[config.mk]
export PLATFORM = sky130hd
export DESIGN_NAME = sevenseg_scan_ctrl
export DESIGN_NICKNAME = d
export VERILOG_FILES = /design/src/rtl/sevenseg_scan_ctrl.sv
export SDC_FILE = /design/constraint.sdc
export NUM_CORES = 1
export LEC_CHECK = 0
export BUFFER_PORTS_ARGS = -buffer_cell sky130_fd_sc_hd__buf_4
export CORE_MARGIN = 2
export CORE_UTILIZATION = 46
export CTS_BUF_LIST = sky130_fd_sc_hd__clkbuf_4
export CTS_CLUSTER_DIAMETER = 50
export CTS_CLUSTER_SIZE = 20
export DETAILED_ROUTE_END_ITERATION = 16
export PLACE_DENSITY = 0.68
export SYNTH_ARGS = -nofsm -noshare
export SYNTH_HDL_FRONTEND = slang
export SYNTH_SLANG_ARGS = --single-unit
[constraint.sdc]
create_clock -name clk_100MHz_i -period 7.3 [get_ports clk_100MHz_i]
set_input_delay 0.73 -clock clk_100MHz_i [delete_from_list [all_inputs] [get_ports clk_100MHz_i]]
set_output_delay 0.73 -clock clk_100MHz_i [all_outputs]
set_load 0.01 [all_outputs]
[src/rtl/sevenseg_scan_ctrl.sv]
// Multiplexed N-digit seven-segment scanner with frame-synchronous input snapshot,
// per-digit dp/blank, leading-zero suppression and PWM brightness.
module sevenseg_scan_ctrl #(
  parameter int N_DIGITS    = 8,
  parameter int SLOT_CYCLES = 208_333,
  parameter int BRIGHT_W    = 4
) (
  input  logic                  clk_100MHz_i,
  input  logic                  rst_n,
  input  logic [4*N_DIGITS-1:0] val_i,
  input  logic [N_DIGITS-1:0]   dp_i,
  input  logic [N_DIGITS-1:0]   blank_i,
  input  logic                  lz_suppress_i,
  input  logic [BRIGHT_W-1:0]   bright_i,
  output logic [7:0]            HEX_o,
  output logic [N_DIGITS-1:0]   AN_o,
  output logic                  frame_o
);

  localparam int SLOT_W = (SLOT_CYCLES > 1) ? $clog2(SLOT_CYCLES) : 1;
  localparam int IDX_W  = (N_DIGITS > 1) ? $clog2(N_DIGITS) : 1;
  localparam logic [SLOT_W-1:0] SLOT_LAST = SLOT_W'(SLOT_CYCLES - 1);
  localparam logic [IDX_W-1:0]  IDX_LAST  = IDX_W'(N_DIGITS - 1);

  function automatic logic [6:0] glyph(input logic [3:0] nib);
    case (nib)
      4'h0:    glyph = 7'h40;
      4'h1:    glyph = 7'h79;
      4'h2:    glyph = 7'h24;
      4'h3:    glyph = 7'h30;
      4'h4:    glyph = 7'h19;
      4'h5:    glyph = 7'h12;
      4'h6:    glyph = 7'h02;
      4'h7:    glyph = 7'h78;
      4'h8:    glyph = 7'h00;
      4'h9:    glyph = 7'h10;
      4'hA:    glyph = 7'h08;
      4'hB:    glyph = 7'h03;
      4'hC:    glyph = 7'h46;
      4'hD:    glyph = 7'h21;
      4'hE:    glyph = 7'h06;
      default: glyph = 7'h0E;
    endcase
  endfunction

  logic [SLOT_W-1:0]     slot_cnt;
  logic [IDX_W-1:0]      idx;
  logic [BRIGHT_W-1:0]   pwm_cnt;
  logic                  slot_end;
  logic                  frame_end;

  logic [4*N_DIGITS-1:0] val_sh;
  logic [N_DIGITS-1:0]   dp_sh;
  logic [N_DIGITS-1:0]   blank_sh;
  logic                  lz_sh;
  logic [BRIGHT_W-1:0]   bright_sh;

  logic [3:0]            nib_p0;
  logic                  dp_p0;
  logic                  blank_p0;
  logic                  sup_p0;
  logic                  zero_above;
  logic                  lit_p0;
  logic [7:0]            hex_p0;
  logic [N_DIGITS-1:0]   an_p0;
  logic                  frame_p0;

  assign slot_end  = (slot_cnt == SLOT_LAST);
  assign frame_end = slot_end && (idx == IDX_LAST);

  // Scan counters; pwm restarts with each slot so every digit gets identical duty.
  always_ff @(posedge clk_100MHz_i) begin
    if (!rst_n) begin
      slot_cnt <= '0;
      idx      <= '0;
      pwm_cnt  <= '0;
    end else if (slot_end) begin
      slot_cnt <= '0;
      pwm_cnt  <= '0;
      idx      <= (idx == IDX_LAST) ? '0 : idx + 1'b1;
    end else begin
      slot_cnt <= slot_cnt + 1'b1;
      pwm_cnt  <= pwm_cnt + 1'b1;
    end
  end

  // Shadow copy tracks the inputs during reset, then only at frame end to avoid tearing.
  always_ff @(posedge clk_100MHz_i) begin
    if (!rst_n || frame_end) begin
      val_sh    <= val_i;
      dp_sh     <= dp_i;
      blank_sh  <= blank_i;
      lz_sh     <= lz_suppress_i;
      bright_sh <= bright_i;
    end
  end

  // p0: select digit and decode segments/anodes from the current scan state
  always_comb begin
    nib_p0     = '0;
    dp_p0      = 1'b0;
    blank_p0   = 1'b0;
    sup_p0     = 1'b0;
    zero_above = 1'b1;
    for (int d = N_DIGITS - 1; d >= 0; d--) begin
      zero_above = zero_above && (val_sh[4*d +: 4] == 4'h0);
      if (idx == IDX_W'(d)) begin
        nib_p0   = val_sh[4*d +: 4];
        dp_p0    = dp_sh[d];
        blank_p0 = blank_sh[d];
        sup_p0   = lz_sh && zero_above && (d != 0);
      end
    end
    lit_p0 = (bright_sh == '1) || (pwm_cnt < bright_sh);
    an_p0  = '1;
    for (int d = 0; d < N_DIGITS; d++) begin
      an_p0[d] = !(lit_p0 && (idx == IDX_W'(d)));
    end
    hex_p0   = blank_p0 ? 8'hFF : {~dp_p0, (sup_p0 ? 7'h7F : glyph(nib_p0))};
    frame_p0 = (idx == '0) && (slot_cnt == '0);
  end

  // p1: pin registers, segments and anodes change on the same edge
  always_ff @(posedge clk_100MHz_i) begin
    if (!rst_n) begin
      HEX_o   <= 8'hFF;
      AN_o    <= '1;
      frame_o <= 1'b0;
    end else begin
      HEX_o   <= hex_p0;
      AN_o    <= an_p0;
      frame_o <= frame_p0;
    end
  end

endmodule

# Word-level counts from Yosys, hierarchy flattened
# Memories as Yosys holds them, arrays and structs flattened. A register that Yosys moved wholly into a read port is not among the register bits.
# Index checks and enable logic that the tools add are counted.
# word_totals
ff_bits,88
latch_bits,0
mem_bits_rw,0
mem_bits_ro,112
input_bits,55
word_cells,106
mem_count,1
# mem_list
name,depth,width,rd,rd_clocked_by_memory_dff,write_ports,line_no,source
(name not given),16,7,1,1,0,26,case (nib)
# classes
addsub,3
n_mul,0
div_mod_pow,0
magnitude_cmp,1
eq_ne,9
n_shift,0
muxes,33
bitwise,2
n_reduce_logical,46
# ops
cell,n
4-bit 2-to-1 mux,8
4-bit logical NOT,7
1-bit 2-to-1 mux,24
1-bit logical AND,23
"18-bit by 1-bit adder with 18-bit output, second input constant",1
"18-bit == test, second input constant",1
18-bit logical NOT,1
"3-bit == test, second input constant",4
1-bit logical NOT,9
"3-bit by 2-bit == test with 1-bit output, second input constant",2
"4-bit by 1-bit adder with 4-bit output, second input constant",1
"4-bit == test, second input constant",1
4-bit < comparator,1
2-bit OR reduction,2
"3-bit by 1-bit adder with 3-bit output, second input constant",1
"3-bit by 1-bit == test with 1-bit output, second input constant",1
3-bit logical NOT,1
3-bit 2-to-1 mux,1
3-bit OR reduction,1
1-bit logical OR,2
1-bit inverter,2

# Logic depth before layout (Yosys ltp)
# Gate-level depths: netlist of run 1.
# logic_depth
ltp_word,11
depth_mapped,14
ltp_nobuf,11

# Least setup slack after synthesis of run 1
# OpenSTA, ideal clock, no wires.
# synth_path
kind,flip-flop to flip-flop
startpoint,reg slot_cnt[12]
endpoint,"reg blank_sh[0], enable pin"
arrival_time_ns,5.135
slack_ns,1.628
stages_incl_launch_ff,6
n_path_buf,1
period_less_slack_ns,5.672
cell_sequence,dfxtp_1 -> nor4_1 -> nand3_1 -> or4_1 -> clkbuf_1 -> o21ai_0
# synth_between
elab_chain_len,3
# synth_lines
element,line_no,source
start: declaration,46,logic [SLOT_W-1:0] slot_cnt;
start signal: assignment,82,slot_cnt <= slot_cnt + 1'b1;
18-bit == test,68,assign slot_end = (slot_cnt == SLOT_LAST);
1-bit logical AND,69,assign frame_end = slot_end && (idx == IDX_LAST);
1-bit logical OR,89,if (!rst_n || frame_end) begin
end signal: assignment,92,blank_sh <= blank_i;
end: declaration,54,logic [N_DIGITS-1:0] blank_sh;
# Every way passes these cells.
# A chain may end at the register's enable or synchronous reset.

# Worst setup path in the final report of run 1
# layout_path
startpoint,reg idx[2]
endpoint,reg HEX_o[3]
# layout_between
elab_chain_len,10
# layout_lines
element,line_no,source
start: declaration,47,logic [IDX_W-1:0] idx;
start signal: assignment,80,idx <= (idx == IDX_LAST) ? '0 : idx + 1'b1;
3-bit == test,107,if (idx == IDX_W'(d)) begin
1-bit 2-to-1 mux (8 in series),107,
3-bit OR reduction (no source line),--,
end: declaration,15,"output logic [7:0] HEX_o,"
# Several ways; a longest one is shown, not always the timed one.

==> impl_results.md, run 1 <==
- Leak: 1.960 nW
- RSZ-0062 raised after global routing: false
- Post-Synthesis Cells: 379
- Ys async rst share: 0%
- Max H-tree Level: 3
- CTS buffer count: 9
- Hold Crit Start: val_i[30]
- Share of cells above drive strength 1: 21.38%
- Core box area: 0.009109 mm2
- Setup crit start: idx[2]
- I/O pin count: 72
- Final RePlAce weighted congestion: 0.8830
- Max-Cap Viols: 0
- Die W: 100.3 um
- Critical path required time: 7640 ps
- Post-synth EDFFs: 53
- Worst-Skew Late Latency: 440 ps
- Final hold vios: 0
- Largest net degree at the start of global routing: 50
- Net count, final: 518
- Remaining antenna violation count: 0
- Clock transition at the registers of the reported paths: 140 ps
- Setup WS pre-CTS: 3434 ps
- Final setup vio count: 0
- GRT Overall Usage: 18.80%
- WL/cell: 15.70 um
- Worst reg-to-reg setup slack: 3310 ps
- Min Hold Slack: 447.9 ps
- Drt first pass iters: 4
- CP Class: flip-flop to flip-flop
- Initial Utilization: 46.80%
- #FFs+latches synth: 95
- CTS tree: yes
- Post-CTS Setup Inserts: 0
- Root buf cell: clkbuf_4
- Vias per cell: 5.455
- Initial antenna violation count: 0
- P per Cell Area: 202.7 mW/mm2
- DRC: 0
- Actual transition at the worst max-transition pin: 868.6 ps
- Crit path time final: 3989 ps
- Worst vdd ir: 0.1144 mV
- Via Count: 3055
- Cts hold-fix bufs: 0
- Cts repair resizes: 0
- Mapped cell area: 0.004263 mm2
- Aggregate global routing overflow: 0
- Crit path launch type: flip-flop
- Synth unique cells: 60
- Worst min path class: primary input to flip-flop
- First-pass GRT wire length: 14.74 mm
- F_max: 250.7 MHz
- Iter 0 DRT Violations: 194
- CP arrival: 4330 ps
- I/O Buffers: 71
- Die Ht: 100.3 um
- Total negative setup slack: 0 ps
- Clk buf depth: 2
- Final period util: 54.65%
- Crit Path Max Fanout: 29
- Area growth syn-to-layout: 18.52%
- Rows: 35
- Die area: 0.01005 mm2
- Reg area: 0.002432 mm2
- Max-slew headroom: 42.09%
- Vias in the first global route: 2986
- Sequential area share after synthesis: 57.06%
- Avg Cell Area, Syn: 11.25 um2
- Syn Nets: 452
- Multi-input gate area: 0.001680 mm2
- Outcome: complete, no violations
- Clk_skew: 10.55 ps
- Clock Sink Count: 95
- Fill cell count: 824
- Antenna diodes: 0
- Slew Viols, Final: 0
- Final WL: 8.790 mm
- Placed wire-length estimate: 6.384 mm
- Fin worst setup slack: 3311 ps
- R2R Path Start: idx[2]
- Ys Warns: 0
- CP endpoint kind: flip-flop
- Primary FF master, synth: edfxtp_1
[critical path, cell delays in order, from the launching register on]
cell and delay [ps]:
dfxtp_1 610, inv_1 240, ha_1 530, inv_1 260, a2bb2oi_1 180, nor3b_1 160
o32ai_1 730, inv_1 230, ha_1 280, mux2_4 270, a2111o_1 400
[cells by family (layout without fill, tap and decap cells)]
logic type | Yosys count | count (layout) | synth area share (%)
adder cells (fa/ha/maj) | 18 | 18 | 5.283
XOR/XNOR | 18 | 18 | 3.698
multiplexers | 6 | 6 | 1.556
AO/OA/AOI/OAI | 65 | 65 | 11.77
buffers and inverters | 37 | 107 | 3.786
AND/OR/NAND/NOR | 140 | 140 | 16.85
flip-flops | 95 | 95 | 57.06
[cell type report]
type	count	area share (%)
Clock buffer	9	1.337
Clock inverter	6	2.328
Inverter	20	1.486
Multi-Input combinational cell	247	33.26
Sequential cell	95	48.14
Tap cell	111	2.749
Timing Repair Buffer	72	10.70
[synth_stat cells, drive strengths merged, types with 4 or more instances]
library cell,number,area share (%)
a221o,5,1.2
buf,9,1.3
nor2,33,3.0
ha,18,5.3
nand2,30,2.6
edfxtp,53,37
or4,4,0.70
a211oi,4,1.0
a211o,4,0.82
nor2b,14,2.1
xor2,12,2.5
mux2i,4,0.94
a21oi,12,1.4
o21ai,4,0.47
nand3,18,2.1
o22ai,4,0.59
clkbuf,8,0.70
dfxtp,42,20
xnor2,6,1.2
inv,20,1.8
nor3b,4,0.70
nor3,6,0.70
nor4,10,1.5
[worst paths after layout]
check                     to  cells past startpoint
setup reg to reg    HEX_o[3]                     10
setup / recovery    HEX_o[3]                     10
hold reg to reg   pwm_cnt[0]                      1
hold / removal    val_sh[30]                      1
[cell usage in the layout (no fill, tap or decap), drive strengths merged, types with 9 or more instances in the layout]
master / instances
buf: 72
nand3: 18
xor2: 12
nor4: 10
a21oi: 12
dfxtp: 42
edfxtp: 53
clkbuf: 9
nor2: 33
inv: 22
nor2b: 14
nand2: 30
ha: 18
[where the power goes]
part / internal (mW) / switching (mW) / leakage [nW]
combinational: 0.0380 / 0.0324 / 1.00
clock: 0.175 / 0.176 / 0.0945
sequential: 0.590 / 0.0125 / 0.861
[state kept, by name, summed over array words and instances, names as in the netlist]
name	cells
HEX_o	8
val_sh	32
pwm_cnt	4
lz_sh	1
AN_o	8
slot_cnt	18
dp_sh	8
frame_o	1
bright_sh	4
blank_sh	8
idx	3
[stage by stage]
step                      std cells  cell area (um2)  total power [mW]  utilization, %
final                           560             5052             1.024           55.47
after global routing            560             5052             1.067           55.47
after CTS                       560             5052             1.035           55.47
after detailed placement        545             4867            0.6858           53.43
after global placement          545             4867            0.6845           53.43
after floorplan                 379             4263            0.6464               -
[routing by layer]
layer	vias up	share of wire [%]	wire length, um	GRT usage [%]
met3	12	5.5	483	4.944
li1	1514	-	-	-
met4	0	1.6	144	6.428
met5	-	0	0	0
met2	84	48	4228	30.15
met1	1445	45	3933	24.82
Power figures use the tool's default switching activity.
==> inputs of run 2 (changes only) <==
Settings changed: ABC_AREA set to 1, PLACE_DENSITY 0.68 to 0.71.
Clock period 7.3 ns to 3.3 ns, I/O delays scaled along.
==> run 2 against run 1 <==
  * Sequential power increased by 120%
  * Clock power increased by 99%
  * Clock skew increased by 6.2 ps
  * Clock-buffer cell count unchanged
  * Synthesized cell count increased by 22%
  * Power increased by 120%
  * Fmax increased by 57%
  * Final cell count increased by 17%
  * First-iteration DRC count decreased by 41%
  * Area after synthesis increased by 2.2%
==> impl_results.md, run 2 <==
- Outcome: complete, no violations (unchanged)
- Top flop regs: val_sh (32), slot_cnt (18) (unchanged)
- Via Count: 3354 (was 3055)
- Synth unique cells: 41 (was 60)
- Area growth syn-to-layout: 18.93% (was 18.52%)
- Drt first pass iters: 5 (was 4)
- XOR/XNOR share of the synthesized area: 1.005% (was 3.698%)
- Core box area: 0.009196 mm2 (was 0.009109 mm2)
- Min Hold Slack: 44.70 ps (was 447.9 ps)
- Clk buf depth: 2 (unchanged)
- Share of cells above drive strength 1: 22.65% (was 21.38%)
- Iter 0 DRT Violations: 114 (was 194)
- Leak: 2.240 nW (was 1.960 nW)
- Max-slew headroom: 56.93% (was 42.09%)
- Most common cell in the netlist: nand2_1 (was edfxtp_1)
- Pwr Total: 2.217 mW (was 1.024 mW)
- Clock Sink Count: 95 (unchanged)
- Top cell by count, worst path: nand2_1 (was inv_1)
- Mapped cell area: 0.004355 mm2 (was 0.004263 mm2)
- Final period util: 77.13% (was 54.65%)
- Final RePlAce weighted congestion: 0.8351 (was 0.8830)
- #FFs+latches synth: 95 (unchanged)
- Die W: 101.3 um (was 100.3 um)
- Mux cell area share after synthesis: 0% (was 1.556%)
- Largest family of logic cells by synthesized area: simple AND/OR/NAND/NOR gates (unchanged)
- Crit Path Max Fanout: 11 (was 29)
- Commonest non-fill, non-tap cell in the layout: nand2_1 (was buf_4)
- Hold path depth: 1 (unchanged)
- Final hold vios: 0 (unchanged)
- Synth Area in Adders: 5.171% (was 5.283%)
- Met2 Wirelength: 4.634 mm (was 4.228 mm)
- CP endpoint kind: flip-flop (unchanged)
- CP Class: flip-flop to flip-flop (unchanged)
- Initial antenna violation count: 0 (unchanged)
- CTS tree: yes (unchanged)
- DRC: 0 (unchanged)
- Leading area contributor after synthesis: edfxtp_1 (unchanged)
- Ys Warns: 0 (unchanged)
- Primary FF master, synth: edfxtp_1 (unchanged)
- Worst path slowest cell: dfxtp_1 (was o32ai_1)
- Final setup vio count: 0 (unchanged)
- First-pass GRT wire length: 14.77 mm (was 14.74 mm)
- Met1 wire length: 3.664 mm (was 3.933 mm)
- Aggregate global routing overflow: 0 (unchanged)
- I/O Buffers: 71 (unchanged)
- Placed wire-length estimate: 6.675 mm (was 6.384 mm)
- Syn Nets: 534 (was 452)
- DR top layer: met4 (unchanged)
- Metal3 WL: 493 um (was 483 um)
- Worst min path class: primary input to flip-flop (unchanged)
- Fin cells: 654 (was 560)
- Crit-path cells: inv_1 -> ha_1 -> nand2_1 -> inv_1 -> a21oi_1 -> nand2_1 -> nand3_1 -> nand2_1 -> nand2_1 -> o21ai_0 -> ha_1 -> nand3b_1 -> nand2_1 -> nand2_1 -> nand3_1 (was inv_1 -> ha_1 -> inv_1 -> a2bb2oi_1 -> nor3b_1 -> o32ai_1 -> inv_1 -> ha_1 -> mux2_4 -> a2111o_1)
- Top cell type's share of synthesized area: 36.54% (was 37.33%)
- Stages on worst setup path: 15 (was 10)
- Post-synth top cells: 91 x nand2_1, 54 x inv_1, 53 x edfxtp_1, 43 x nand3_1, 42 x dfxtp_1 (was 53 x edfxtp_1, 42 x dfxtp_1, 32 x nor2_1, 30 x nand2_1, 20 x inv_1)
- Biggest register: val_sh (unchanged)
- Area after DPL: 0.005019 mm2 (was 0.004867 mm2)
- Antenna diodes: 0 (unchanged)
- Synth Area in Compound Gates: 5.745% (was 11.77%)
- Die area: 0.01026 mm2 (was 0.01005 mm2)
- Clock transition at the registers of the reported paths: 150 ps (was 140 ps)
- I/O pin count: 72 (unchanged)
- Worst vdd ir: 0.2211 mV (was 0.1144 mV)
- CP Buf/Inv Count: 2 (was 3)
- Vias in the first global route: 3313 (was 2986)
- Critical path required time: 3710 ps (was 7640 ps)
- Avg Cell Area, Syn: 9.448 um2 (was 11.25 um2)
- R2R cell count: 15 (was 10)
- Die Ht: 101.3 um (was 100.3 um)
- Initial Utilization: 47.36% (was 46.80%)
- Remaining antenna violation count: 0 (unchanged)
- F_max: 392.9 MHz (was 250.7 MHz)
- Rows: 35 (unchanged)
- Vias per cell: 5.128 (was 5.455)
- Crit path time final: 2545 ps (was 3989 ps)
- GRT Overall Usage: 18.46% (was 18.80%)
- Placed Cells: 638 (was 545)
- Largest net degree at the start of global routing: 24 (was 50)
- Net count, final: 611 (was 518)
- Cts repair resizes: 0 (unchanged)
- Actual transition at the worst max-transition pin: 644.5 ps (was 868.6 ps)
- Synth top area cells: edfxtp_1 37%, dfxtp_1 19%, nand2_1 7.8%, ha_1 5.2%, nand3_1 4.9% (was edfxtp_1 37%, dfxtp_1 20%, ha_1 5.3%, nor2_1 2.8%, nand2_1 2.6%)
- CTS buffer count: 9 (unchanged)
- RSZ-0062 raised after global routing: false (unchanged)
- Crit path launch type: flip-flop (unchanged)
- Most frequent cells in the layout: 91 x nand2_1, 72 x buf_4, 54 x inv_1 (was 72 x buf_4, 53 x edfxtp_1, 42 x dfxtp_1)
- Post-Synth Simple-Gate Area: 25.80% (was 16.85%)
- Fill cell count: 817 (was 824)
- P per Cell Area: 428.1 mW/mm2 (was 202.7 mW/mm2)
- Slew Viols, Final: 0 (unchanged)
- Ys async rst share: 0% (unchanged)
- Post-Synthesis Cells: 461 (was 379)
- Design Area, Final: 0.005180 mm2 (was 0.005052 mm2)
- Max H-tree Level: 3 (unchanged)
- Final WL: 9.002 mm (was 8.790 mm)
- Cts hold-fix bufs: 0 (unchanged)
- Total negative setup slack: 0 ps (unchanged)
- Clk_skew: 16.70 ps (was 10.55 ps)
- CP arrival: 2950 ps (was 4330 ps)
- Worst stage delay on the critical path: 410 ps (was 730 ps)
- Largest register FFs: 32 (unchanged)
- CP delay by family, top: simple AND/OR/NAND/NOR gates (was compound AO/OA/AOI/OAI gates)
- Sequential area share after synthesis: 55.85% (was 57.06%)
- Worst-Skew Late Latency: 450 ps (was 440 ps)
- Post-CTS Setup Inserts: 0 (unchanged)
- WL/cell: 13.76 um (was 15.70 um)
- Post-synth EDFFs: 53 (unchanged)
- Max-Cap Viols: 0 (unchanged)
- Root buf cell: clkbuf_4 (unchanged)
[run 2: power by group]
part	switching (mW)	total [mW]	internal, mW
clock network	0.389	0.698	0.309
logic	0.0899	0.177	0.0874
registers	0.0283	1.34	1.31
total	0.507	2.22	1.71
[run 2: cell families after synthesis]
kind of cell	count (synthesis)
xor gates and xnor gates	5
and+or+nand+nor	230
buffers and inverters	70
DFF	95
adders and majority gates	18
AOI/OAI and AO/OA	43
[run 2: area by class of cell]
cell class	count	area, um2	share of cell area (%)
Clock buffer	9	67.56	1.304
Clock inverter	7	93.84	1.812
Inverter	63	236.5	4.565
Multi-Input combinational cell	296	1650	31.86
Sequential cell	95	2432	46.96
Tap cell	111	138.9	2.681
Timing Repair Buffer	73	560.5	10.82
[run 2: worst paths after layout]
kind          startpoint          end  slack (ps)
min            val_i[13]   val_sh[13]          40
min reg2reg  slot_cnt[4]  slot_cnt[4]         480
max               idx[1]     HEX_o[3]         750
max reg2reg       idx[1]     HEX_o[3]         750
[run 2: routing by layer]
layer | global-route usage (%) | up-vias
met5 | 0 | -
met1 | 21.26 | 1538
met3 | 3.865 | 17
met2 | 33.06 | 89
met4 | 8.108 | 0
li1 | - | 1710
[run 2: stage by stage]
step | setup slack, ps | utilization, %
final | 754.7 | 56.33
after global routing | 455.6 | 56.33
after CTS | 768.6 | 56.33
after detailed placement | 796.5 | 54.57
after global placement | 921.4 | 54.57
after floorplan | 346.9 | -
